File: config.mk
export PLATFORM = sky130hd
export DESIGN_NAME = fetch_queue
export DESIGN_NICKNAME = d
export VERILOG_FILES = /design/src/rtl/fetch_queue.sv
export SDC_FILE = /design/constraint.sdc
export NUM_CORES = 1
export LEC_CHECK = 0
export BUFFER_PORTS_ARGS = -buffer_cell sky130_fd_sc_hd__clkbuf_2
export CORE_ASPECT_RATIO = 2
export CORE_MARGIN = 4
export CORE_UTILIZATION = 58
export CTS_CLUSTER_SIZE = 24
export DETAILED_ROUTE_END_ITERATION = 6
export GPL_TIMING_DRIVEN = 0
export PLACE_DENSITY_LB_ADDON = 0.25
export SYNTH_ARGS = -nofsm -noshare
export SYNTH_HDL_FRONTEND = slang
export SYNTH_SLANG_ARGS = --single-unit
File: constraint.sdc
create_clock -name clk -period 5.5 [get_ports clk]
set_clock_uncertainty 0.1 [all_clocks]
set_input_delay 0.55 -clock clk [delete_from_list [all_inputs] [get_ports clk]]
set_output_delay 0.55 -clock clk [all_outputs]
set_load 0.005 [all_outputs]
File: src/rtl/fetch_queue.sv
// Instruction-fetch front end: issues word reads to a one-cycle-latency
// instruction memory and buffers {instruction, PC} pairs for the ID stage.
module fetch_queue #(
    parameter int               XLEN     = 32,
    parameter int               DEPTH    = 4,
    parameter int               IM_AW    = 14,
    parameter logic [XLEN-1:0]  RESET_PC = '0
) (
    input  logic                     clk,
    input  logic                     rst,
    output logic [IM_AW-1:0]         im_addr,
    output logic                     im_req,
    input  logic [31:0]              im_rdata,
    input  logic                     redirect,
    input  logic [XLEN-1:0]          redirect_pc,
    input  logic                     deq_ready,
    output logic                     deq_valid,
    output logic [31:0]              deq_instr,
    output logic [XLEN-1:0]          deq_pc,
    output logic [$clog2(DEPTH):0]   count
);

    localparam int PW = $clog2(DEPTH);
    localparam int CW = PW + 1;
    localparam logic [CW-1:0] FULL  = CW'(DEPTH);
    localparam logic [CW:0]   LIMIT = (CW+1)'(DEPTH);

    logic [XLEN-1:0] fetch_pc;
    logic [XLEN-1:0] inflight_pc;
    logic            inflight;
    logic [PW-1:0]   rd_ptr;
    logic [PW-1:0]   wr_ptr;
    logic [CW-1:0]   occ_cnt;

    logic [31:0]     instr_mem [DEPTH];
    logic [XLEN-1:0] pc_mem    [DEPTH];

    logic [XLEN-1:0] target_pc;
    logic [XLEN-1:0] issue_pc;
    logic [CW:0]     pending;
    logic            deq_fire;
    logic            wr_en;
    logic            issue;
    logic            unused_low_bits;

    assign unused_low_bits = ^redirect_pc[1:0];

    always_comb begin
        target_pc = {redirect_pc[XLEN-1:2], 2'b00};
        issue_pc  = redirect ? target_pc : fetch_pc;
        deq_valid = !rst && (occ_cnt != '0) && !redirect;
        deq_fire  = deq_valid && deq_ready;
        // Entries that will be held once the outstanding read lands; a new
        // read may only go out if it is guaranteed a free slot.
        pending   = {1'b0, occ_cnt} + {{CW{1'b0}}, inflight} - {{CW{1'b0}}, deq_fire};
        issue     = !rst && (redirect || (pending < LIMIT));
        wr_en     = !rst && inflight && !redirect;
        im_req    = issue;
        im_addr   = rst ? RESET_PC[IM_AW+1:2] : issue_pc[IM_AW+1:2];
        count     = rst ? '0 : occ_cnt;
        deq_instr = instr_mem[rd_ptr];
        deq_pc    = pc_mem[rd_ptr];
    end

    always_ff @(posedge clk) begin
        if (rst) begin
            fetch_pc <= RESET_PC;
            inflight <= 1'b0;
            occ_cnt  <= '0;
            rd_ptr   <= '0;
            wr_ptr   <= '0;
        end else if (redirect) begin
            // Flush: the only surviving fetch is the one issued at the target.
            fetch_pc <= target_pc + XLEN'(4);
            inflight <= 1'b1;
            occ_cnt  <= '0;
            rd_ptr   <= '0;
            wr_ptr   <= '0;
        end else begin
            inflight <= issue;
            if (issue)
                fetch_pc <= fetch_pc + XLEN'(4);
            if (wr_en)
                wr_ptr <= wr_ptr + PW'(1);
            if (deq_fire)
                rd_ptr <= rd_ptr + PW'(1);
            if (wr_en && !deq_fire)
                occ_cnt <= occ_cnt + CW'(1);
            else if (!wr_en && deq_fire)
                occ_cnt <= occ_cnt - CW'(1);
        end
    end

    always_ff @(posedge clk) begin
        if (issue)
            inflight_pc <= issue_pc;
        if (wr_en) begin
            instr_mem[wr_ptr] <= im_rdata;
            pc_mem[wr_ptr]    <= inflight_pc;
        end
    end

    a_no_overflow: assert property (@(posedge clk) disable iff (rst)
        !(wr_en && (occ_cnt == FULL) && !deq_fire));

endmodule

==> run metrics <==
clk sinks 318; CTS Root Cell clkbuf_16; critical path's top delay family simple AND/OR/NAND/NOR gates; power share of the clock group 38.7%; antenna violations before repair 0; total CTS buffers 27; Syn. warnings 0; detailed placement HPWL 18900 um; final setup fails 0; Mean Syn Cell Area 17.4 um2; Clock Path Buffers 3; switch share 21.2%; post-synthesis sequential area ratio 70.6%; Synth Area in Simple Gates 7.74%; # DRC 0; count of final hold-check violations 0; Worst path max stage delay 0.57 ns; setup repair bufs after CTS 0; routability cong. 0.978; global-route wire length before repair 42700 um; Synth Area in XOR/XNOR 1.62%; Fmax achieved 209 MHz; Synth Area in Adders 1.02%; GR Overflow Total 0; flops & latches, synth 318; largest net degree at the start of global routing 52; CTS tree done; Final min period 4.79 ns; RSZ-0062 raised after global routing no; kind of critical path in -> out; CP max stage cell or4_1; NumNets Final 1004; Synth Cell Area 13000 um2; Die Wd 114 um; First-pass DRT Iterations 7; Final ANT Viol Nets 0; PwrDens 330 nW/um2; PostCTS Resize Cnt 0; DR vias/cell 5.98; Final Power 0.00498 W; IO buf count 145; # diodes 0; Synth Instances 745; row count 77; Die Area 25000 um2; WL per Instance 22.7 um; Period Utilization, post-route 87.1%; Initial DRC Count 497; cell internal pwr 0.00393 W; worst path cell trace clkbuf_2, buf_6, or2_2, clkbuf_1, a31oi_1, nand2_1, inv_1, ha_1, inv_1, ha_1, and3b_1, or4_1, nand4_1, buf_2, nor2b_4, clkbuf_2; post-synthesis compound-gate area fraction 3.44%; Area Overhead vs Synth 16.4%; largest family of logic cells by synthesized area multiplexers; LEAKAGE 5.41 nW; maxcap violations 0; Slew HR 12.2%; EDFF count, synth 278; final count of pins violating max slew 0; peak fanout along the critical path 11; register share of total power 55.4%; Worst-Margin Slew 1.32 ns; GRT Util Overall 22.5%; Post-synth top flop edfxtp_1; Post-synth ARST share 0%; die height 219 um; Crit. End Element output port; share of cells above drive strength 1 32.3%; P_sw 0.00106 W; Starting Density 58.8%; HP Class in -> reg; H-tree depth 1; Clock Latency Late Sink 0.53 ns; CP Data Arrival Time 4.14 ns; CP required 4.85 ns; fin util 68.4%; VDD IR max 0.239 mV; num ports 151; WP buf/inv 7; Startpoint Class input port; synth unique cells 60; vias in the first global route 7703; Vias 7298; core region area 22100 um2; status finished clean; CTS Hold Bufs 0; mux cell area share after synthesis 13.2%; total wire length 27700 um; Logic pwr share 5.9%; Reg clk slew, reported paths 0.07 ns
[sequential cells by signal (all words and copies together) (netlist names), named ones only]
| signal | cells |
|---|---|
| inflight | 1 |
| rd_ptr | 2 |
| instr_mem | 128 |
| fetch_pc | 30 |
| inflight_pc | 30 |
| pc_mem | 120 |
| wr_ptr | 2 |
| occ_cnt | 3 |
[power by group through the flow]
stage	Combinational (W)	Sequential, W	Clock (W)
6_report	0.000294	0.00276	0.00193
5_1_grt	0.000322	0.00277	0.00206
4_1_cts	0.000292	0.00276	0.00197
3_5_place_dp	0.000291	0.00281	0
3_3_place_gp	0.000282	0.00281	0
2_1_floorplan	0.000171	0.00280	0
[cells by family after synthesis]
family / Yosys count
AO/OA/AOI/OAI: 57
multiplexers: 92
adder cells (fa/ha/maj): 10
buffers and inverters: 66
other: 1
AND/OR/NAND/NOR: 177
flip-flops: 318
XOR/XNOR: 24
[cells in the mapped netlist, types with 5 or more instances]
master / n / area [um2]
a211oi_1: 16 / 120
and3_1: 6 / 37.5
and4b_1: 5 / 50.1
buf_2: 13 / 65.1
clkbuf_1: 15 / 56.3
dfxtp_1: 40 / 801
edfxtp_1: 278 / 8350
ha_1: 9 / 113
inv_1: 28 / 105
mux2_2: 11 / 124
mux2i_1: 19 / 190
mux4_2: 62 / 1400
nand2_1: 23 / 86.3
nand2b_1: 5 / 31.3
nand3_1: 22 / 110
nand3b_1: 6 / 45.0
nand4_1: 14 / 87.6
nand4b_1: 5 / 43.8
nor2_1: 51 / 191
nor2b_1: 8 / 50.1
nor4_1: 12 / 75.1
o211a_1: 6 / 60.1
o21ai_0: 6 / 30.0
xnor2_1: 17 / 149
xor2_1: 7 / 61.3
[cells in the final DEF (no fill, tap or decap), types with 3 or more instances in the layout]
cell type,instances
o22ai_1,3
nand2b_1,5
clkbuf_2,145
nor2b_1,7
nand3b_1,6
xnor2_1,17
clkbuf_1,17
and3_4,4
and4b_1,5
clkinv_2,8
edfxtp_1,278
a22oi_1,4
clkbuf_16,27
nand4_1,14
nor2_1,51
xor2_1,7
buf_16,4
nor3_1,3
dfxtp_1,40
o211a_1,6
mux2i_1,19
nor4_1,12
buf_6,4
mux2_2,11
buf_4,5
bufinv_16,4
a311oi_1,4
mux4_2,62
inv_1,28
ha_1,9
nand3_1,22
buf_2,13
nand2_1,23
nand4b_1,5
a21oi_1,3
o21ai_0,6
a211oi_1,16
[final cells by class]
class	count	area, um2
Sequential cell	318	9150
Buffer	38	204
Tap cell	276	345
Clock buffer	29	683
Clock inverter	19	211
Multi-Input combinational cell	363	3550
Timing Repair Buffer	150	843
Inverter	28	105
Fill cell	1471	6980
[worst paths after layout]
kind	from	end	slack, ns	cells after the start
worst min register to register	inflight_pc[22]$_DFFE_PP_	pc_mem[2][22]$_DFFE_PP_	0.40	0
worst max-delay path	redirect	im_req	0.71	16
worst max register to register	occ_cnt[2]$_SDFFE_PP0P_	inflight_pc[31]$_DFFE_PP_	1.37	12
worst min-delay path	im_rdata[6]	instr_mem[2][6]$_DFFE_PP_	0.13	1
[layer usage]
| metal | share of wire (%) | GRT usage [%] |
|---|---|---|
| met1 | 35 | 25.9 |
| met2 | 54 | 40.5 |
| met3 | 5.6 | 2.92 |
| met4 | 4.7 | 11.3 |
| met5 | 0 | 0 |
[metrics by stage]
step	setup slack (ns)	instances	setup TNS (ns)	hold WS, ns	area (um2)
finish	0.710	1221	0	0.134	15100
detailed placement	0.0294	1171	0	0.383	14200
global route	0.479	1221	0	0.119	15100
global placement	-1.35	1167	-27.72	0.371	14000
floorplan	0.283	746	0	0.359	13000
CTS	0.00924	1219	0	0.113	15100
No activity file was read; power rests on OpenSTA's default activity.
